--- config.mk ---
export PLATFORM = sky130hd
export DESIGN_NAME = controlador_exibicao_sequencia
export DESIGN_NICKNAME = d
export VERILOG_FILES = /design/src/rtl/controlador_exibicao_sequencia.sv
export SDC_FILE = /design/constraint.sdc
export NUM_CORES = 1
export LEC_CHECK = 0
export BUFFER_PORTS_ARGS = -buffer_cell sky130_fd_sc_hd__buf_2
export CORE_AREA = 5 5 74 76
export CTS_BUF_LIST = sky130_fd_sc_hd__clkbuf_8
export CTS_CLUSTER_DIAMETER = 150
export DETAILED_ROUTE_END_ITERATION = 12
export DIE_AREA = 0 0 79 81
export PLACE_DENSITY = 0.58
export SLEW_MARGIN = 20
export SYNTH_ARGS = -nofsm -noshare
export SYNTH_HDL_FRONTEND = slang
export SYNTH_SLANG_ARGS = --single-unit
--- constraint.sdc ---
create_clock -name clock -period 3.6 [get_ports clock]
set_clock_uncertainty 0.2 [all_clocks]
set_input_delay 0.9 -clock clock [delete_from_list [all_inputs] [get_ports clock]]
set_output_delay 0.9 -clock clock [all_outputs]
set_load 0.005 [all_outputs]
--- src/rtl/controlador_exibicao_sequencia.sv ---
// -----------------------------------------------------------------------------
// controlador_exibicao_sequencia
//
// Plays back a stored LED sequence one step at a time.
//
// For each address from 0 up to the round limit, the block:
//   - reads the LED code from the sequence memory,
//   - keeps that code lit for a fixed number of cycles,
//   - then keeps the LEDs dark for a fixed number of cycles.
// After the last step it emits a one-cycle completion pulse.
// Two timing sets are provided: normal and demo.
//
// Ports
//   clock        in   system clock, rising edge
//   reset        in   synchronous, active-high reset
//   iniciar      in   start request, honoured only while idle
//   parar        in   synchronous abort; returns to idle without completing
//   limite[3:0]  in   last memory address of the round, captured at start
//   modo_demo    in   selects demo timing, captured at start
//   dado_memoria in   LED code from the sequence memory
//   endereco     out  memory read address (registered)
//   leds         out  LED drive, non-zero only while a step is lit
//   exibindo     out  high while a sequence is being shown
//   pronto       out  one-cycle completion pulse
//   db_estado    out  current state code for debug
//
// The memory sees a registered address. The read data is therefore valid
// during the whole single-cycle load state, and it is captured at the end of
// that state.
//
// All timing parameters must be at least 1.
// -----------------------------------------------------------------------------
module controlador_exibicao_sequencia #(
  parameter int T_ACESO        = 500,
  parameter int T_APAGADO      = 250,
  parameter int T_ACESO_DEMO   = 50,
  parameter int T_APAGADO_DEMO = 25
) (
  input  logic       clock,
  input  logic       reset,
  input  logic       iniciar,
  input  logic       parar,
  input  logic [3:0] limite,
  input  logic       modo_demo,
  input  logic [3:0] dado_memoria,
  output logic [3:0] endereco,
  output logic [3:0] leds,
  output logic       exibindo,
  output logic       pronto,
  output logic [2:0] db_estado
);

  // The duration counter counts down from T-1 to 0.
  // It only ever holds values below the largest parameter.
  localparam int T_MAX_N = (T_ACESO > T_APAGADO) ? T_ACESO : T_APAGADO;
  localparam int T_MAX_D = (T_ACESO_DEMO > T_APAGADO_DEMO) ? T_ACESO_DEMO : T_APAGADO_DEMO;
  localparam int T_MAX   = (T_MAX_N > T_MAX_D) ? T_MAX_N : T_MAX_D;
  localparam int CNT_W   = (T_MAX > 1) ? $clog2(T_MAX) : 1;

  localparam logic [CNT_W-1:0] CARGA_ACESO        = CNT_W'(T_ACESO - 1);
  localparam logic [CNT_W-1:0] CARGA_APAGADO      = CNT_W'(T_APAGADO - 1);
  localparam logic [CNT_W-1:0] CARGA_ACESO_DEMO   = CNT_W'(T_ACESO_DEMO - 1);
  localparam logic [CNT_W-1:0] CARGA_APAGADO_DEMO = CNT_W'(T_APAGADO_DEMO - 1);

  typedef enum logic [2:0] {
    OCIOSO  = 3'd0,
    CARREGA = 3'd1,
    ACESO   = 3'd2,
    APAGADO = 3'd3,
    FIM     = 3'd4
  } estado_t;

  estado_t          estado, estado_prox;
  logic [CNT_W-1:0] contador, contador_prox;
  logic [3:0]       endereco_prox;
  logic [3:0]       dado_reg, dado_prox;
  logic [3:0]       limite_reg, limite_prox;
  logic             modo_reg, modo_prox;
  logic [CNT_W-1:0] carga_aceso, carga_apagado;

  // Timing for the current round comes from the mode captured at start.
  // Later changes on modo_demo therefore cannot stretch or shorten a
  // playback that is already running.
  always_comb begin
    carga_aceso   = modo_reg ? CARGA_ACESO_DEMO   : CARGA_ACESO;
    carga_apagado = modo_reg ? CARGA_APAGADO_DEMO : CARGA_APAGADO;
  end

  // State register
  always_ff @(posedge clock) begin
    if (reset) begin
      estado <= OCIOSO;
    end else begin
      estado <= estado_prox;
    end
  end

  // Datapath registers
  always_ff @(posedge clock) begin
    if (reset) begin
      contador   <= '0;
      endereco   <= '0;
      dado_reg   <= '0;
      limite_reg <= '0;
      modo_reg   <= 1'b0;
    end else begin
      contador   <= contador_prox;
      endereco   <= endereco_prox;
      dado_reg   <= dado_prox;
      limite_reg <= limite_prox;
      modo_reg   <= modo_prox;
    end
  end

  // Next-state and datapath update
  always_comb begin
    estado_prox   = estado;
    contador_prox = contador;
    endereco_prox = endereco;
    dado_prox     = dado_reg;
    limite_prox   = limite_reg;
    modo_prox     = modo_reg;

    if (parar) begin
      // Abort wins over everything except reset.
      // When idle, it also masks a simultaneous start request.
      estado_prox   = OCIOSO;
      contador_prox = '0;
    end else begin
      unique case (estado)
        OCIOSO: begin
          if (iniciar) begin
            estado_prox   = CARREGA;
            contador_prox = '0;
            endereco_prox = '0;
            limite_prox   = limite;
            modo_prox     = modo_demo;
          end
        end

        CARREGA: begin
          dado_prox     = dado_memoria;
          estado_prox   = ACESO;
          contador_prox = carga_aceso;
        end

        ACESO: begin
          if (contador == '0) begin
            estado_prox   = APAGADO;
            contador_prox = carga_apagado;
          end else begin
            contador_prox = contador - 1'b1;
          end
        end

        APAGADO: begin
          if (contador == '0) begin
            contador_prox = '0;
            // Compare before incrementing. With limite=15 the round ends
            // at address 15, so the address never wraps back to 0.
            if (endereco == limite_reg) begin
              estado_prox = FIM;
            end else begin
              estado_prox   = CARREGA;
              endereco_prox = endereco + 4'd1;
            end
          end else begin
            contador_prox = contador - 1'b1;
          end
        end

        FIM: begin
          estado_prox   = OCIOSO;
          contador_prox = '0;
        end

        default: begin
          estado_prox   = OCIOSO;
          contador_prox = '0;
        end
      endcase
    end
  end

  // Outputs decode only the registered state.
  // They are therefore glitch-free and change only on clock edges.
  always_comb begin
    leds      = 4'b0000;
    exibindo  = 1'b0;
    pronto    = 1'b0;
    db_estado = estado;
    unique case (estado)
      CARREGA: exibindo = 1'b1;
      ACESO: begin
        exibindo = 1'b1;
        leds     = dado_reg;
      end
      APAGADO: exibindo = 1'b1;
      FIM:     pronto   = 1'b1;
      default: ;
    endcase
  end

endmodule

==> results.sh <==
export IMPL_status="finished, final reports clean"
export IMPL_p_comb_frac=0.156
export IMPL_finalNonFillerCells=236
export IMPL_swShare=0.289
export IMPL_min_from="dado_reg[0]"
export IMPL_hold_viol_final=0
export IMPL_cts_hold_buf=0
export IMPL_maxCapViolCount=0
export IMPL_dpl_hpwl_mm=2.63
export IMPL_die_y_um=81
export IMPL_grt_pass1_vias=1243
export IMPL_ys_seq_area_frac=0.365
export IMPL_crit_path_start_kind="register"
export IMPL_num_antenna_cells=0
export IMPL_synth_cell_type_count=43
export IMPL_crit_arrival_ns=1.75
export IMPL_hold_path_endpoint="dado_reg[0]"
export IMPL_worstReg2RegStart="contador[0]"
export IMPL_p_per_area_mw_per_mm2=357
export IMPL_viasPerCell=5.50
export IMPL_syn_area_mm2=0.00137
export IMPL_wl_per_cell_um=15.0
export IMPL_slew_headroom=0.505
export IMPL_synthToLayoutAreaGrowth_pct=15.1
export IMPL_hold_depth=2
export IMPL_track_usage=0.118
export IMPL_grt_start_max_net_pins=17
export IMPL_antenna_found_initial=0
export IMPL_p_seq_frac=0.521
export IMPL_fin_crit_sh=0.791
export IMPL_initial_utilization=0.294
export IMPL_synthCells=161
export IMPL_finalSetupTns_ns=0
export IMPL_fp_dieArea_mm2=0.00640
export IMPL_clk_latency_ns=0.28
export IMPL_yosysWarnings=0
export IMPL_r2r_slack_ns=1.12
export IMPL_drtPass1Iterations=4
export IMPL_gr_total_overflow=0
export IMPL_placed_area_mm2=0.00153
export IMPL_cts_post_setup_buffers_inserted=0
export IMPL_synth_fp_nets=176
export IMPL_synth_edf_count=0
export IMPL_ant_nets=0
export IMPL_io_pins=26
export IMPL_routed_wl_mm=3.55
export IMPL_drc_errors=0
export IMPL_worstRegToRegCells=6
export IMPL_fin_crit_ns=2.85
export IMPL_port_buffer_count=25
export IMPL_layout_filler_cells=494
export IMPL_power_internal_w=0.000401
export IMPL_async_flop_share=0
export IMPL_cts_resized=0
export IMPL_dp_cells=232
export IMPL_p_switching_w=0.000163
export IMPL_tightest_slew_ns=0.736
export IMPL_crit_path_start="db_estado[1]"
export IMPL_cts_root_buf="clkbuf_8"
export IMPL_grt_pass1_wl_mm=5.93
export IMPL_postSynthAreaPerCell_um2=8.52
export IMPL_max_freq_mhz=351
export IMPL_die_w_um=79
export IMPL_r2r_end="db_estado[0]"
export IMPL_end_kind="primary output"
export IMPL_worst_ep_required_time_ns=2.50
export IMPL_max_vdd_ir_drop_uv=200
export IMPL_rsz0062_at_grt="no"
export IMPL_cts_buffers=3
export IMPL_gp_congestion=0.823
export IMPL_min_delay_path_class="register to register"
export IMPL_worstPathMaxFanout=16
export IMPL_largest_register_ffs=9
export IMPL_nets=198
export IMPL_crit_type="register to primary output"
export IMPL_path_clk_slew_ns=0.10
export IMPL_synth_top_flop_cell="dfxtp_1"
export IMPL_clock_sinks=25
export IMPL_ctsHtreeMaxLevel=1
export IMPL_core_mm2=0.00466
export IMPL_finalSetupViolCount=0
export IMPL_p_leak_nw=0.635
export IMPL_drive_above_1_share=0.181
export IMPL_pwr_share_clk=0.323
export IMPL_initialDrtViolationCount=89
export IMPL_top_register="contador"
export IMPL_cts_buffer_depth=2
export IMPL_vias=1298
export IMPL_ys_seq_elements=25
export IMPL_finalInstanceArea_mm2=0.00158
export IMPL_cts_tree="done"
export IMPL_rows=25
export IMPL_slew_violations=0
metrics by stage:
step	total power (W)	utilization	setup WS (ns)	hold slack, ns
floorplan	0.000364	-	1.29	0.252
global placement	0.000388	0.328	1.05	0.267
detailed placement	0.000388	0.328	0.929	0.278
CTS	0.000573	0.339	0.721	0.303
global route	0.000595	0.339	0.602	0.340
finish	0.000564	0.339	0.753	0.294
power by group through the flow:
stage                     logic (W)  registers (W)  clock network (W)
after floorplan           0.0000687       0.000296                  0
after global placement    0.0000877       0.000300                  0
after detailed placement  0.0000877       0.000300                  0
after CTS                 0.0000879       0.000294           0.000191
after global routing      0.0000992       0.000295           0.000200
final                     0.0000880       0.000294           0.000182
per-layer routing:
layer | share of wire | GRT usage
met5 | 0 | 0
met4 | 0.013 | 0.0361
met2 | 0.46 | 0.193
met1 | 0.47 | 0.156
met3 | 0.054 | 0.0255
cell families after synthesis:
group | Yosys count | share of synthesized area
adders and majority gates | 2 | 0.0182
buffers and inverters | 14 | 0.0447
xor gates and xnor gates | 5 | 0.0319
muxes | 11 | 0.0812
and+or+nand+nor | 68 | 0.282
AOI/OAI and AO/OA | 36 | 0.177
DFF | 25 | 0.365
synthesized netlist by cell type (2+ instances only):
library cell | count | area (um^2)
and3_1 | 4 | 25.0
nor2_1 | 19 | 71.3
nand2_1 | 6 | 22.5
mux2i_1 | 10 | 100
or3_1 | 3 | 18.8
nand4_1 | 5 | 31.3
nor4_1 | 5 | 31.3
nand4b_1 | 2 | 17.5
dfxtp_1 | 25 | 500
o21ai_0 | 6 | 30.0
ha_1 | 2 | 25.0
a31oi_1 | 3 | 18.8
clkbuf_1 | 6 | 22.5
xnor2_1 | 5 | 43.8
inv_1 | 5 | 18.8
a21oi_1 | 10 | 50.1
or4_1 | 4 | 30.0
o31ai_1 | 3 | 22.5
nor3_1 | 6 | 30.0
a32o_1 | 2 | 20.0
o211ai_1 | 4 | 30.0
nor2b_1 | 3 | 18.8
o21a_1 | 2 | 15.0
nand4bb_1 | 2 | 22.5
critical path: stages, from the launching register on:
cell and delay (ns):
dfxtp_1 0.61, nor2b_1 0.51, and3_1 0.24, buf_2 0.11
cell usage in the layout, fill, tap and decap left out, types with 3 or more instances in the layout:
cell      Yosys  routed
buf_2         1      25
a31oi_1       3       3
or3_1         3       3
a21oi_1      10      10
o21ai_0       6       6
inv_1         5       5
nor2_1       19      19
o211ai_1      4       4
or4_1         4       4
nor4_1        5       5
nor3_1        6       6
o31ai_1       3       3
xnor2_1       5       5
dfxtp_1      25      25
nand2_1       6       6
and3_1        4       4
mux2i_1      10      10
nor2b_1       3       3
clkbuf_8      0       3
nand4_1       5       5
layout make-up:
| type | instances | area [um^2] | area share |
|---|---|---|---|
| inverters | 5 | 18.8 | 0.0119 |
| clock inverters | 1 | 8.76 | 0.00555 |
| multi-input cells | 122 | 810 | 0.513 |
| repair buffers | 26 | 133 | 0.0840 |
| well taps | 54 | 67.6 | 0.0428 |
| clock buffers | 3 | 41.3 | 0.0261 |
| flip-flops and latches | 25 | 500 | 0.317 |
worst max-delay path by stage:
stage | to
after floorplan | leds[0]
after global placement | leds[0]
after detailed placement | endereco[0]
after CTS | leds[0]
after global routing | leds[0]
final | leds[0]
No activity file was read; power rests on OpenSTA's default activity.
